$ cat src/rtl/probe_serializer.sv
// probe_serializer
//   Snapshots a parallel probe word and shifts it out as a UART-like frame:
//   one start bit (0), WIDTH payload bits LSB first, an optional even-parity
//   bit, then one stop bit (1). Every bit lasts DIV clk cycles.
//
// Parameters
//   WIDTH   payload bits per frame (1..32)
//   DIV     clk cycles per serial bit (1..256)
//   PARITY  0: no parity bit, 1: even-parity bit after the payload
//
// Ports
//   clk      sole clock, rising edge
//   rst_n    asynchronous active-low reset
//   capture  snapshot request
//   data_in  parallel word to serialize
//   sout     serial line, idles high
//   busy     high while a frame is in progress
//   done     one-cycle pulse in the cycle after the last stop-bit cycle
//   overrun  one-cycle pulse the cycle after a capture that arrived while busy
//
// Handshake: capture acts as valid and (busy == 0) acts as ready. A capture
// sampled at a rising edge while not busy is accepted and data_in is copied
// into the shadow register on that edge; a capture sampled while busy is
// dropped and reported through overrun on the next cycle. The done cycle is
// already idle, so a capture held there starts the next frame immediately.
module probe_serializer #(
    parameter int WIDTH  = 8,
    parameter int DIV    = 4,
    parameter int PARITY = 0
) (
    input  logic             clk,
    input  logic             rst_n,
    input  logic             capture,
    input  logic [WIDTH-1:0] data_in,
    output logic             sout,
    output logic             busy,
    output logic             done,
    output logic             overrun
);

    // Counter widths never drop to zero, even for DIV=1 or WIDTH=1.
    localparam int CW = (DIV > 1) ? $clog2(DIV) : 1;
    localparam int IW = (WIDTH > 1) ? $clog2(WIDTH) : 1;
    localparam logic [CW-1:0] CNT_MAX = CW'(DIV - 1);
    localparam logic [IW-1:0] IDX_MAX = IW'(WIDTH - 1);

    typedef enum logic [2:0] {
        S_IDLE  = 3'd0,
        S_START = 3'd1,
        S_DATA  = 3'd2,
        S_PAR   = 3'd3,
        S_STOP  = 3'd4
    } state_t;

    state_t           state;
    state_t           state_nxt;
    logic [CW-1:0]    bit_cnt;
    logic [IW-1:0]    bit_idx;
    logic [WIDTH-1:0] shadow;
    logic             bit_end;

    assign bit_end = (bit_cnt == CNT_MAX);

    // State register
    always_ff @(posedge clk or negedge rst_n) begin
        if (!rst_n) begin
            state <= S_IDLE;
        end else begin
            state <= state_nxt;
        end
    end

    // Next-state logic
    always_comb begin
        state_nxt = state;
        case (state)
            S_IDLE: begin
                if (capture) state_nxt = S_START;
            end
            S_START: begin
                if (bit_end) state_nxt = S_DATA;
            end
            S_DATA: begin
                if (bit_end && (bit_idx == IDX_MAX)) begin
                    state_nxt = (PARITY != 0) ? S_PAR : S_STOP;
                end
            end
            S_PAR: begin
                if (bit_end) state_nxt = S_STOP;
            end
            S_STOP: begin
                if (bit_end) state_nxt = S_IDLE;
            end
            default: state_nxt = S_IDLE;
        endcase
    end

    // Output logic: decoded straight from state so that an asynchronous
    // reset forces sout high and busy low without waiting for an edge.
    always_comb begin
        sout = 1'b1;
        busy = 1'b1;
        case (state)
            S_IDLE:  busy = 1'b0;
            S_START: sout = 1'b0;
            S_DATA:  sout = shadow[bit_idx];
            S_PAR:   sout = ^shadow;
            S_STOP:  sout = 1'b1;
            default: begin
                sout = 1'b1;
                busy = 1'b0;
            end
        endcase
    end

    // Bit timer: runs 0..DIV-1 in every non-idle state and wraps at each
    // bit boundary; parked at 0 while idle so a new frame starts aligned.
    always_ff @(posedge clk or negedge rst_n) begin
        if (!rst_n) begin
            bit_cnt <= '0;
        end else if (state == S_IDLE || bit_end) begin
            bit_cnt <= '0;
        end else begin
            bit_cnt <= bit_cnt + CW'(1);
        end
    end

    // Payload bit index, only advances inside DATA.
    always_ff @(posedge clk or negedge rst_n) begin
        if (!rst_n) begin
            bit_idx <= '0;
        end else if (state != S_DATA) begin
            bit_idx <= '0;
        end else if (bit_end) begin
            bit_idx <= (bit_idx == IDX_MAX) ? '0 : bit_idx + IW'(1);
        end
    end

    // Shadow register: loaded only on an accepted capture, so later
    // data_in changes cannot disturb the frame in flight.
    always_ff @(posedge clk or negedge rst_n) begin
        if (!rst_n) begin
            shadow <= '0;
        end else if (state == S_IDLE && capture) begin
            shadow <= data_in;
        end
    end

    // Status pulses, each one cycle wide.
    always_ff @(posedge clk or negedge rst_n) begin
        if (!rst_n) begin
            done    <= 1'b0;
            overrun <= 1'b0;
        end else begin
            done    <= (state == S_STOP) && bit_end;
            overrun <= (state != S_IDLE) && capture;
        end
    end

endmodule

$ cat config.mk
export PLATFORM = sky130hd
export DESIGN_NAME = probe_serializer
export DESIGN_NICKNAME = d
export VERILOG_FILES = /design/src/rtl/probe_serializer.sv
export SDC_FILE = /design/constraint.sdc
export NUM_CORES = 1
export LEC_CHECK = 0
export ABC_AREA = 0
export BUFFER_PORTS_ARGS = -buffer_cell sky130_fd_sc_hd__buf_2
export CORE_MARGIN = 2
export CORE_UTILIZATION = 49
export CTS_CLUSTER_SIZE = 14
export DETAILED_ROUTE_END_ITERATION = 10
export PLACE_DENSITY = 0.8
export SETUP_SLACK_MARGIN = 0.2
export SLEW_MARGIN = 20
export SYNTH_ARGS = -nofsm -noshare
export SYNTH_HDL_FRONTEND = slang
export SYNTH_SLANG_ARGS = --single-unit
$ cat constraint.sdc
create_clock -name clk -period 1.5 [get_ports clk]
set_clock_uncertainty 0.05 [all_clocks]
set_input_delay 0.225 -clock clk [delete_from_list [all_inputs] [get_ports clk]]
set_output_delay 0.225 -clock clk [all_outputs]
set_load 0.05 [all_outputs]
==> results of run 1 <==
flip-flops by register name, indices dropped and copies added, names as in the netlist:
| signal | flops |
|---|---|
| bit_cnt | 2 |
| bit_idx | 3 |
| done | 1 |
| overrun | 1 |
| shadow | 8 |
| state | 3 |
layout by cell type (no fill, tap or decap), types with 2 or more instances in the layout:
| master | n |
|---|---|
| sky130_fd_sc_hd__nand3b_1 | 2 |
| sky130_fd_sc_hd__mux2i_1 | 4 |
| sky130_fd_sc_hd__mux2_4 | 8 |
| sky130_fd_sc_hd__a21oi_1 | 2 |
| sky130_fd_sc_hd__nor2_1 | 6 |
| sky130_fd_sc_hd__and3_1 | 2 |
| sky130_fd_sc_hd__nand2_1 | 2 |
| sky130_fd_sc_hd__ha_1 | 2 |
| sky130_fd_sc_hd__dfrtp_2 | 2 |
| sky130_fd_sc_hd__buf_4 | 16 |
| sky130_fd_sc_hd__clkbuf_4 | 3 |
| sky130_fd_sc_hd__buf_2 | 12 |
| sky130_fd_sc_hd__xnor2_1 | 7 |
| sky130_fd_sc_hd__buf_6 | 7 |
| sky130_fd_sc_hd__dfrtp_1 | 16 |
critical path: cells and delay by family (launching register included):
kind                   cells  cell delay, ns
flip-flops                 1            0.39
multiplexers               1            0.54
buffers and inverters      1            0.17
AO/OA/AOI/OAI              2            0.32
cells by family after synthesis:
family / synth area share
compound gates: 0.0527
simple gates: 0.132
xor+xnor: 0.0738
mux: 0.192
flops: 0.474
buf+inv: 0.0356
fa+ha+maj: 0.0395
how the worst max path moves through the flow:
stage | end | cells past startpoint
global placement | sout | 6
CTS | sout | 4
detailed placement | sout | 4
floorplan | sout | 3
finish | sout | 4
global route | sout | 7
final cells by class:
cell class | count | share of cell area
Clock buffer | 3 | 0.0171
Multi-Input combinational cell | 53 | 0.409
Tap cell | 25 | 0.0237
Timing Repair Buffer | 36 | 0.204
Inverter | 1 | 0.00285
Sequential cell | 18 | 0.343
power by group through the flow:
stage | Clock [W] | Combinational [W] | Sequential, W
after floorplan | 0 | 0.00125 | 0.000855
after global placement | 0 | 0.00175 | 0.000844
after detailed placement | 0 | 0.00177 | 0.000856
after CTS | 0.000244 | 0.00204 | 0.000833
after global routing | 0.000272 | 0.00225 | 0.000865
final | 0.000237 | 0.00212 | 0.000845
through the flow:
step / cells / hold slack (ns) / utilization
floorplan: 75 / -0.121 / -
global placement: 124 / 0.122 / 0.653
detailed placement: 124 / 0.120 / 0.653
CTS: 133 / 0.101 / 0.716
global route: 136 / 0.0930 / 0.740
finish: 136 / 0.101 / 0.740
routing by layer:
| metal | routed length [µm] | vias up | global-route usage |
|---|---|---|---|
| met1 | 879 | 353 | 0.258 |
| met5 | 0 | - | 0 |
| met2 | 1140 | 14 | 0.381 |
| met4 | 9 | 0 | 0.0649 |
| li1 | - | 336 | - |
| met3 | 57 | 2 | 0.0453 |
repair_timing:
| item | in CTS | in global routing |
|---|---|---|
| pin swaps | 6 | 7 |
| hold endpoints to repair | 18 | 0 |
| gates resized for setup | 14 | 4 |
| setup endpoints to repair | 15 | 16 |
| hold buffers | 1 | 0 |
| setup buffers | 5 | 3 |
==> results by stage, run 1 <==
Setup path:
- The end of the worst register-to-register path is state[1]$_DFFE_PN0P_.
- The arrival time of data at the critical path endpoint is 1.72 ns.
- The setup slack of the most critical reg-to-reg path is -0.03 ns.
- The kind of start point of the critical path is a flip-flop.
- The critical path goes through mux4_2, o211ai_4, o221ai_4, buf_6.
- The reg-to-reg critical path startpoint is bit_idx[1]$_DFFE_PN0P_.
- The longest individual stage delay on the worst path is 0.54 ns.
- For the worst setup path, the data required time is 1.22 ns.
- The most critical setup path has its startpoint at bit_idx[1]$_DFFE_PN0P_.
- The critical path class is flip-flop to output port.
- The logic depth of the worst register-to-register path is 7.
- Among all stages on the critical path, the largest delay is contributed by sky130_fd_sc_hd__mux4_2.
- The largest fanout of any net on the critical path is 2.
- The worst setup path is captured at an output port.

Flow run:
- The max-cap check violation count is 0.

Route:
- The count of nets left with antenna violations once routing finished came out at 0.
- The pre-antenna-repair detailed-routing pass consisted of 4 iterations.
- The final layout contains routed wiring with a total length of 2090 µm.
- The total via count after detailed routing is 705.
- After the first detailed-routing iteration, the DRC count stood at 3.
- After detailed routing, the average wire length per cell comes to 15.4 µm.
- Using the TritonRoute via totals, the vias-per-cell ratio works out to 5.18.
- After detailed routing, the number of remaining DRC violations is 0.

Final layout:
- The multi-input combinational cell area is 539 µm².
- The sequential cell area in the final layout is 453 µm².
- The area of all placed cells without fillers is 0.00132 mm².
- Fill cells in the final layout number 120.
- In the final layout, the share of cells above drive strength 1 is 0.532.
- The total inserted antenna cells is 0.
- After the last flow step, the layout net total stands at 127.
- The area overhead of the layout relative to synthesis is 38.9%.

Power and ir drop:
- Of the total power, the share spent switching nets is 0.390.
- The largest voltage drop on the vdd net is 1.52 mV.
- In this run the static leakage power is 0.597 nW.
- The total chip power is 0.00320 W.
- The relative contribution of sequential cells to total power is 0.264.
- Dividing total power by cell area gives a power density of 2430 mW/mm².
- Of the total power, the clock network draws 0.074.
- The analysis attributes to net switching a power of 0.00125 W.
- The share of total power dissipated in combinational logic is 0.662.
- Cell internal power was estimated by the tool at 0.00195 W.

Yosys:
- The synthesized netlist occupies a cell area of 950 µm².
- The number of synthesized flops with an enable pin is 0.
- The synthesized design spends more area on one cell type than any other, namely sky130_fd_sc_hd__dfrtp_1.
- The synthesized area per cell is 12.7 µm².
- Of the post-synthesis cell area, the dominant cell type holds 0.474.
- The synthesized netlist contains 27 unique library cells.
- By area the synthesized netlist is led by sky130_fd_sc_hd__dfrtp_1 47%, sky130_fd_sc_hd__mux2_4 13%, sky130_fd_sc_hd__xnor2_1 7.4%, sky130_fd_sc_hd__mux2i_1 4.2%, sky130_fd_sc_hd__ha_1 4.0%.
- Of all flip-flops after synthesis, the portion carrying an async set or reset was 1.00.
- By instance count, the leading cell after synthesis is sky130_fd_sc_hd__dfrtp_1.
- Synthesis produced a netlist whose cell count is 75.
- Of the synthesized area, sequential elements account for 0.474.
- Among all flip-flop cells after synthesis, the most frequent one is sky130_fd_sc_hd__dfrtp_1.
- The number of nets handed over by synthesis was 89.
- By count the netlist is led by 18 x sky130_fd_sc_hd__dfrtp_1, 8 x sky130_fd_sc_hd__mux2_4, 8 x sky130_fd_sc_hd__xnor2_1.
- For this run, the number of Yosys warnings is 0.
- The number of synthesized register bits is 18.

GRT:
- Entering global routing, the biggest net connects 19 pins.
- The via count of the first global-routing pass is 749.
- The remaining global-route overflow is 0.
- For this run, the total global-route usage over all layers was measured as 0.214.
- The initial antenna violation count is 0.
- The first global-routing pass estimated 3270 µm of wire.

Timing:
- Subtracting the final worst setup slack from the clock period gives 1.99 ns.
- Summed over all failing endpoints, the final setup total negative slack is -0.584 ns.
- Derived from the worst setup path, the maximum achievable clock frequency is 502 MHz.
- The max-slew headroom at the worst pin is 0.735.
- The slew at the pin with the worst max-slew slack is 0.398 ns.
- The max-slew violation count is 0.
- Setup repair after global routing could not meet its margin everywhere.
- The number of setup violations in the final report is 3.
- Once routing completed, OpenROAD measured the worst setup slack at -0.490 ns.
- The final count of hold timing violations is 0.
- The post-route clock period utilization is 1.33.

Placement:
- The congestion estimate from routability-driven global placement came to 0.757.
- After legalization and detailed placement, the total HPWL measured 1350 µm.
- In this run the cell area measured after placement is 0.00116 mm².
- Port buffering added 14 buffers.
- The setup slack at placement is -0.210 ns.

Clock tree:
- Clock latency on the worst-skew pair, taken at its later pin, is 0.29 ns.
- For this design, the sink count on the clock tree is 18.
- Counting along the longest clock path gives a buffer depth of 2.
- TritonCTS built the clock tree.
- The clock buffer count from CTS is 3.
- The cell at the root of the clock tree is sky130_fd_sc_hd__clkbuf_4.
- The number of H-tree levels is 1.
- Clock-pin slew was measured on the worst setup and hold paths at 0.10 ns.

Floorplanning:
- The region available for standard cell placement spans 0.00178 mm².
- The floorplan step set the die width to 48.0 µm.
- The die covers 0.00231 mm².
- 15 I/O pins were placed.
- In this run the vertical extent of the chip is 48.0 µm.
- For this configuration, the core starts out at a cell density of 0.533.
- The floorplan has 15 rows.

Outcome:
- The final reports fail on setup timing.
- The flow ran to the end, but the final reports show violations.

Min path:
- The min-delay analysis places its worst path in the category input pin to flip-flop.
- The endpoint with the worst hold slack is shadow[0]$_DFFE_PN0P_.
- The startpoint identified for the worst hold timing path is data_in[0].
- Along the worst hold path, the cell count comes to 2.
No activity file was read; power rests on OpenSTA's default activity.
==> inputs of run 2 (changes only) <==
--- a/constraint.sdc
+++ b/constraint.sdc
@@ -3,3 +3,3 @@
 set_input_delay 0.225 -clock clk [delete_from_list [all_inputs] [get_ports clk]]
 set_output_delay 0.225 -clock clk [all_outputs]
-set_load 0.05 [all_outputs]
+set_load 0.02 [all_outputs]
==> results by stage, run 2 (synthesis results as in run 1) <==
Outcome:
- The run finished, with violations left.
- The checks that failed: setup timing.

Route:
- The final route contains 676 vias.
- In the final routed layout, each cell accounts on average for 15.9 µm.
- The residual antenna-violating net count after detailed routing is 0.
- The first routing iteration left 3 violations.
- Before antenna repair, the detailed router went through 4 iterations.
- The detailed-route vias per instance is 5.04.
- The DRC violation count after routing is 0.
- The routed design has 2140 µm of wire.

GRT:
- Across every metal layer, demand over resource in global routing totals 0.225.
- The total overflow left after global routing is 0.
- The via count of the first global-routing pass is 680.
- The initial antenna violation count is 0.
- The global-route wire length before repair is 3260 µm.
- Entering global routing, the biggest net connects 19 pins.

Min path:
- The endpoint with the worst hold slack is shadow[3]$_DFFE_PN0P_.
- The instance count along the most critical hold path is 2.
- The path class of the tightest hold or removal check is input pin to flip-flop.
- The worst hold path startpoint is data_in[3].

Final layout:
- The area of all placed cells without fillers is 0.00129 mm².
- Compared with the post-synthesis result, the final layout area differs by 35.4%.
- Leaving out fill and tap cells, the most frequent cells in the layout are 16 x sky130_fd_sc_hd__dfrtp_1, 15 x sky130_fd_sc_hd__buf_4, 13 x sky130_fd_sc_hd__buf_2.
- Fill cells in the final layout number 119.
- The most frequent standard cell in the layout excluding fill and tap cells is sky130_fd_sc_hd__dfrtp_1.
- The largest registers in the layout are shadow (8), bit_idx (3), state (3).
- The register ranked first by flip-flop count is shadow.
- The total inserted antenna cells is 0.
- At the end of the flow, the number of nets in the layout was 124.
- The register with the most flip-flops in the layout has 8 of them.
- The fraction of layout instances using a drive strength above 1 is 0.541.

Timing:
- The sum of negative setup slack is -0.559 ns.
- Of the available clock period, the critical path in the final layout requires 1.29.
- Setup violations remaining at the end of the flow were counted as 10.
- The slew at the pin with the worst max-slew slack is 0.399 ns.
- The highest clock frequency the design can meet is 516 MHz.
- The worst path setup slack after routing is -0.439 ns.
- Headroom to the max-slew limit came out at 0.734.
- The max-slew violation count is 0.
- Setup repair after global routing could not meet its margin everywhere.
- The time the worst path needs with I/O delays and setup is 1.94 ns.
- The final count of hold timing violations came to 0.

Clock tree:
- The total number of clock tree sinks is 18.
- The TritonCTS clock tree is yes.
- The number of H-tree levels is 1.
- The cell at the root of the clock tree is sky130_fd_sc_hd__clkbuf_4.
- The clock transition time at the flip-flop clock pins of the worst setup and hold paths is 0.10 ns.
- The maximum root-to-sink buffer count is 2.
- The clock buffer count from CTS is 3.
- Clock latency on the worst-skew pair, taken at its later pin, is 0.31 ns.

Placement:
- Summing all placed instances gives a cell area of 0.00111 mm².
- The routability congestion estimate from global placement is 0.702.
- The number of I/O port buffers is 14.
- Before CTS, the worst setup slack after placement is -0.0877 ns.
- The final HPWL from detailed placement is 1310 µm.

Floorplanning:
- The die extent in y is 48.0 µm.
- The initial core utilization is 0.533.
- The core region is 0.00178 mm².
- The die area is 0.00231 mm².
- The floorplan has 15 rows.
- From left edge to right edge, the die measures 48.0 µm.
- Pin placement for this block handled 15 I/O pins.

Setup path:
- Counting cells, the worst reg-to-reg path comes to 4.
- The critical path class is flip-flop to output port.
- In this run the worst path has a maximum fanout of 3.
- The capturing element type of the critical path is an output port.
- On the critical path the largest part of the delay comes from multiplexers.
- The worst setup path is launched from a flip-flop.
- The signal on the critical path passes through mux4_2, o211ai_2, o221ai_2, buf_2.
- The arrival time of data at the critical path endpoint is 1.66 ns.
- On the worst path, the slowest cell contributes a delay of 0.49 ns.
- The endpoint required time on the critical path is 1.22 ns.
- The setup slack of the most critical reg-to-reg path is -0.02 ns.
- The number of buffers and inverters on the critical path is 1.
- The worst-path cell with the longest stage delay is sky130_fd_sc_hd__mux4_2.
- The end of the worst register-to-register path is shadow[2]$_DFFE_PN0P_.
- The reg-to-reg critical path startpoint is state[1]$_DFFE_PN0P_.

Power and ir drop:
- For this design the static power due to leakage is 0.577 nW.
- The power density over cell area is 2120 mW/mm².
- VDD sags by at most 1.37 mV.
- The total chip power is 0.00273 W.

Flow run:
- The max-cap check violation count is 0.
run 2: per-layer routing:
layer | up-vias | share of wire | track usage
li1 | 330 | - | -
met2 | 20 | 0.51 | 0.363
met4 | 0 | 0.029 | 0.135
met1 | 318 | 0.43 | 0.271
met3 | 8 | 0.030 | 0.0528
met5 | - | 0 | 0
run 2: metrics by stage:
stage	hold WS, ns	utilization	instances
5_1_grt	0.0837	0.721	134
3_3_place_gp	0.122	0.622	121
3_5_place_dp	0.122	0.622	121
2_1_floorplan	-0.121	-	75
6_report	0.0943	0.721	134
4_1_cts	0.0908	0.698	131
run 2: what timing repair did:
item | CTS | global route
hold buffers | 1 | 0
endpoints found under the setup margin | 15 | 16
pin swaps | 8 | 2
hold endpoints to repair | 18 | 0
gates resized for setup | 15 | 4
setup buffers | 5 | 3
run 2: report_power, final:
part / total (W) / switching, W / internal [W]
Clock: 0.000309 / 0.000161 / 0.000148
Combinational: 0.00158 / 0.000675 / 0.000902
Sequential: 0.000845 / 0.000175 / 0.000669
Total: 0.00273 / 0.00101 / 0.00172
run 2: worst max-delay path by stage:
stage / endpoint / depth (start not counted) / from / slack (ns)
3_3_place_gp: sout / 4 / shadow[6]$_DFFE_PN0P_ / -0.08
2_1_floorplan: sout / 3 / bit_idx[1]$_DFFE_PN0P_ / -0.03
3_5_place_dp: sout / 4 / shadow[6]$_DFFE_PN0P_ / -0.09
4_1_cts: sout / 4 / shadow[6]$_DFFE_PN0P_ / -0.43
6_report: sout / 4 / shadow[6]$_DFFE_PN0P_ / -0.44
5_1_grt: sout / 4 / shadow[6]$_DFFE_PN0P_ / -0.50
run 2: area by class of cell:
class	count	area [µm²]	area share
clock buffer	4	36.3	0.0282
tap	25	31.3	0.0243
inverter	1	3.75	0.00292
multi-input combinational	53	529	0.411
timing repair buffer	33	233	0.181
sequential	18	453	0.352
==> inputs of run 3 (changes only) <==
- CORE_UTILIZATION: 49 -> 45
- PLACE_DENSITY: 0.8 -> 0.75
==> results by stage, run 3 (synthesis results as in run 1) <==
Final layout:
- The flip-flop count of the largest register after layout is 8.
- The largest registers in the layout are shadow (8), bit_idx (3), state (3).
- shadow holds more flip-flops than any other register.
- The utilization after layout is 0.645.
- The count of cells in the finished layout, fillers not included, comes to 136.
- In the layout the commonest cells are 17 x sky130_fd_sc_hd__buf_4, 16 x sky130_fd_sc_hd__dfrtp_1, 12 x sky130_fd_sc_hd__buf_2.
- In the final design database the tool counted 124 nets.
- The multi-input combinational cell area is 520 µm².
- The fraction of layout instances using a drive strength above 1 is 0.514.
- The library cell used most frequently in the layout, excluding fill and tap cells, is sky130_fd_sc_hd__buf_4.
- Relative to the synthesized area, the layout overhead comes to 34.7%.
- The sequential cells in the finished layout cover a total of 453 µm².
- The filler cells instantiated in the layout total 156.
- The repair_antennas step left the layout with diodes totalling 0.

Setup path:
- Walking the worst path, the cells encountered are mux4_2, o211ai_2, o221ai_2, buf_4.
- The largest fanout of any net on the critical path is 2.
- The kind of cell with the highest combined delay on the critical path is multiplexers.
- The capturing element type of the critical path is an output port.
- The kind of start point of the critical path is a flip-flop.
- The endpoint required time on the critical path is 1.22 ns.
- Counting both buffers and inverters, the worst setup path holds a total of 1.
- The longest individual stage delay on the worst path is 0.52 ns.
- The arrival time of data at the critical path endpoint is 1.70 ns.
- The worst-path cell with the longest stage delay is sky130_fd_sc_hd__mux4_2.
- The worst setup path is of the flip-flop to output port kind.

Timing:
- Setup violations remaining at the end of the flow were counted as 11.
- Headroom to the max-slew limit came out at 0.728.
- The max-slew violation count is 0.
- The final count of hold timing violations is 0.
- Adding up every negative setup slack in the final design gives -0.664 ns.
- Setup repair after global routing could not meet its margin everywhere.
- At the pin with the least slew margin, the transition time is 0.408 ns.
- Once routing completed, OpenROAD measured the worst setup slack at -0.471 ns.
- The highest clock frequency the design can meet is 507 MHz.
- The post-route clock period utilization is 1.31.
- The routed design could run at a clock period as short as 1.97 ns.

GRT:
- For this run, the total global-route usage over all layers was measured as 0.183.
- The via count of the first global-routing pass is 716.
- The remaining global-route overflow is 0.
- Entering global routing, the biggest net connects 19 pins.
- The global-route wire length before repair is 3330 µm.
- The initial antenna violation count came to 0.

Route:
- The wire length per cell is 14.6 µm.
- The residual antenna-violating net count after detailed routing is 0.
- In this run, the number of DRC markers left after iteration 0 of detailed routing was 1.
- In the routed design, unresolved DRC markers number 0.
- The detailed-route vias per instance is 5.12.
- The total wirelength of the detailed-routed design is 1980 µm.
- The first detailed-routing pass took 2 iterations.
- The total via count after detailed routing is 696.

Placement:
- The instance count after placement with tap cells included is 125.
- Detailed placement finished with a half-perimeter wire length of 1340 µm.
- The number of I/O port buffers is 14.
- The routability congestion estimate from global placement is 0.754.

Clock tree:
- After clock tree synthesis, the clock-pin slew on the worst setup and hold paths is 0.11 ns.
- The TritonCTS clock tree is yes.
- The total number of clock tree sinks is 18.
- Clock tree synthesis selected as its root buffer the cell sky130_fd_sc_hd__clkbuf_4.
- In this run the deepest clock path goes through 2 buffers.
- CTS built an H-tree with a depth of 1.
- Counting the buffers created by CTS gives 3.
- The insertion delay of the later-clocked pin in the worst-skew pair is 0.30 ns.

Outcome:
- The flow ran to the end, but the final reports show violations.
- The checks that failed: setup timing.

Power and ir drop:
- The clock network power share is 0.111.
- The switching share of total power is 0.369.
- The design draws 0.00275 W.
- The largest voltage drop on the vdd net is 1.52 mV.
- The combinational share of power is 0.582.
- Internal power comes to 0.00174 W.
- The power density over cell area is 2150 mW/mm².
- The switching power total is 0.00101 W.
- The relative contribution of sequential cells to total power is 0.307.
- The static leakage power is 0.582 nW.

Floorplanning:
- The floorplan has 16 rows.
- The floorplan step defined a core boundary enclosing 0.00198 mm².
- For this design the top-level I/O count stands at 15.
- From bottom edge to top edge, the die measures 49.9 µm.
- The die covers 0.00249 mm².
- The die is 49.9 µm wide.
- The initial core utilization is 0.479.

Flow run:
- The max-cap check violation count is 0.

Min path:
- The path type of the worst min-delay path is input pin to flip-flop.
run 3: cell counts in the layout (fill, tap and decap cells not counted):
No cell type changed its count.
run 3: cell type report:
class | instances | share of cell area
clock buffer | 4 | 0.0284
inverter | 1 | 0.00294
multi-input combinational | 53 | 0.407
sequential | 18 | 0.354
tap | 27 | 0.0264
timing repair buffer | 33 | 0.181
run 3: per-layer routing:
| layer | GRT usage | share of wire | vias up |
|---|---|---|---|
| li1 | - | - | 332 |
| met1 | 0.223 | 0.44 | 346 |
| met2 | 0.307 | 0.50 | 12 |
| met3 | 0.0424 | 0.030 | 6 |
| met4 | 0.0833 | 0.025 | 0 |
| met5 | 0 | 0 | - |
run 3: stage by stage:
stage	setup slack, ns	instance area (µm²)	hold WS [ns]
finish	-0.471	1280	0.0956
global placement	-0.0716	1130	0.124
global route	-0.565	1280	0.0959
detailed placement	-0.0977	1130	0.129
floorplan	-0.0337	968	-0.121
CTS	-0.443	1230	0.0930
run 3: path summary, 6_finish.rpt:
check	from	to	slack [ns]	cells after the start
setup / recovery	bit_idx[1]$_DFFE_PN0P_	sout	-0.47	4
hold / removal	data_in[1]	shadow[1]$_DFFE_PN0P_	0.1	2
setup reg to reg	bit_idx[1]$_DFFE_PN0P_	state[1]$_DFFE_PN0P_	-0.03	7
hold reg to reg	bit_cnt[0]$_DFF_PN0_	bit_cnt[0]$_DFF_PN0_	0.39	1
max in group asynchronous	rst_n	state[1]$_DFFE_PN0P_	0.77	2
min in group asynchronous	rst_n	bit_idx[1]$_DFFE_PN0P_	0.32	2
run 3: repair_timing:
| action | 4_1_cts | 5_1_grt |
|---|---|---|
| setup endpoints to repair | 15 | 16 |
| hold endpoints to repair | 18 | 0 |
| buffers inserted | 4 | 2 |
| cloned | 0 | 0 |
| hold buffers | 1 | 0 |
| resized for setup | 9 | 7 |
| pin swaps | 3 | 4 |
run 3: power by group through the flow:
stage               clock network, W  registers (W)  logic (W)
finish                      0.000306       0.000844    0.00160
CTS                         0.000313       0.000836    0.00147
detailed placement                 0       0.000834    0.00136
floorplan                          0       0.000826   0.000997
global route                0.000330       0.000877    0.00174
global placement                   0       0.000823    0.00133
run 3: worst reg2reg max path: stages, from the launching register on:
cell and delay, ns:
sky130_fd_sc_hd__dfrtp_1 0.41, sky130_fd_sc_hd__buf_4 0.14, sky130_fd_sc_hd__buf_6 0.12, sky130_fd_sc_hd__ha_1 0.21, sky130_fd_sc_hd__ha_4 0.18, sky130_fd_sc_hd__o21ai_4 0.15
sky130_fd_sc_hd__a21oi_2 0.08, sky130_fd_sc_hd__nor2_1 0.12
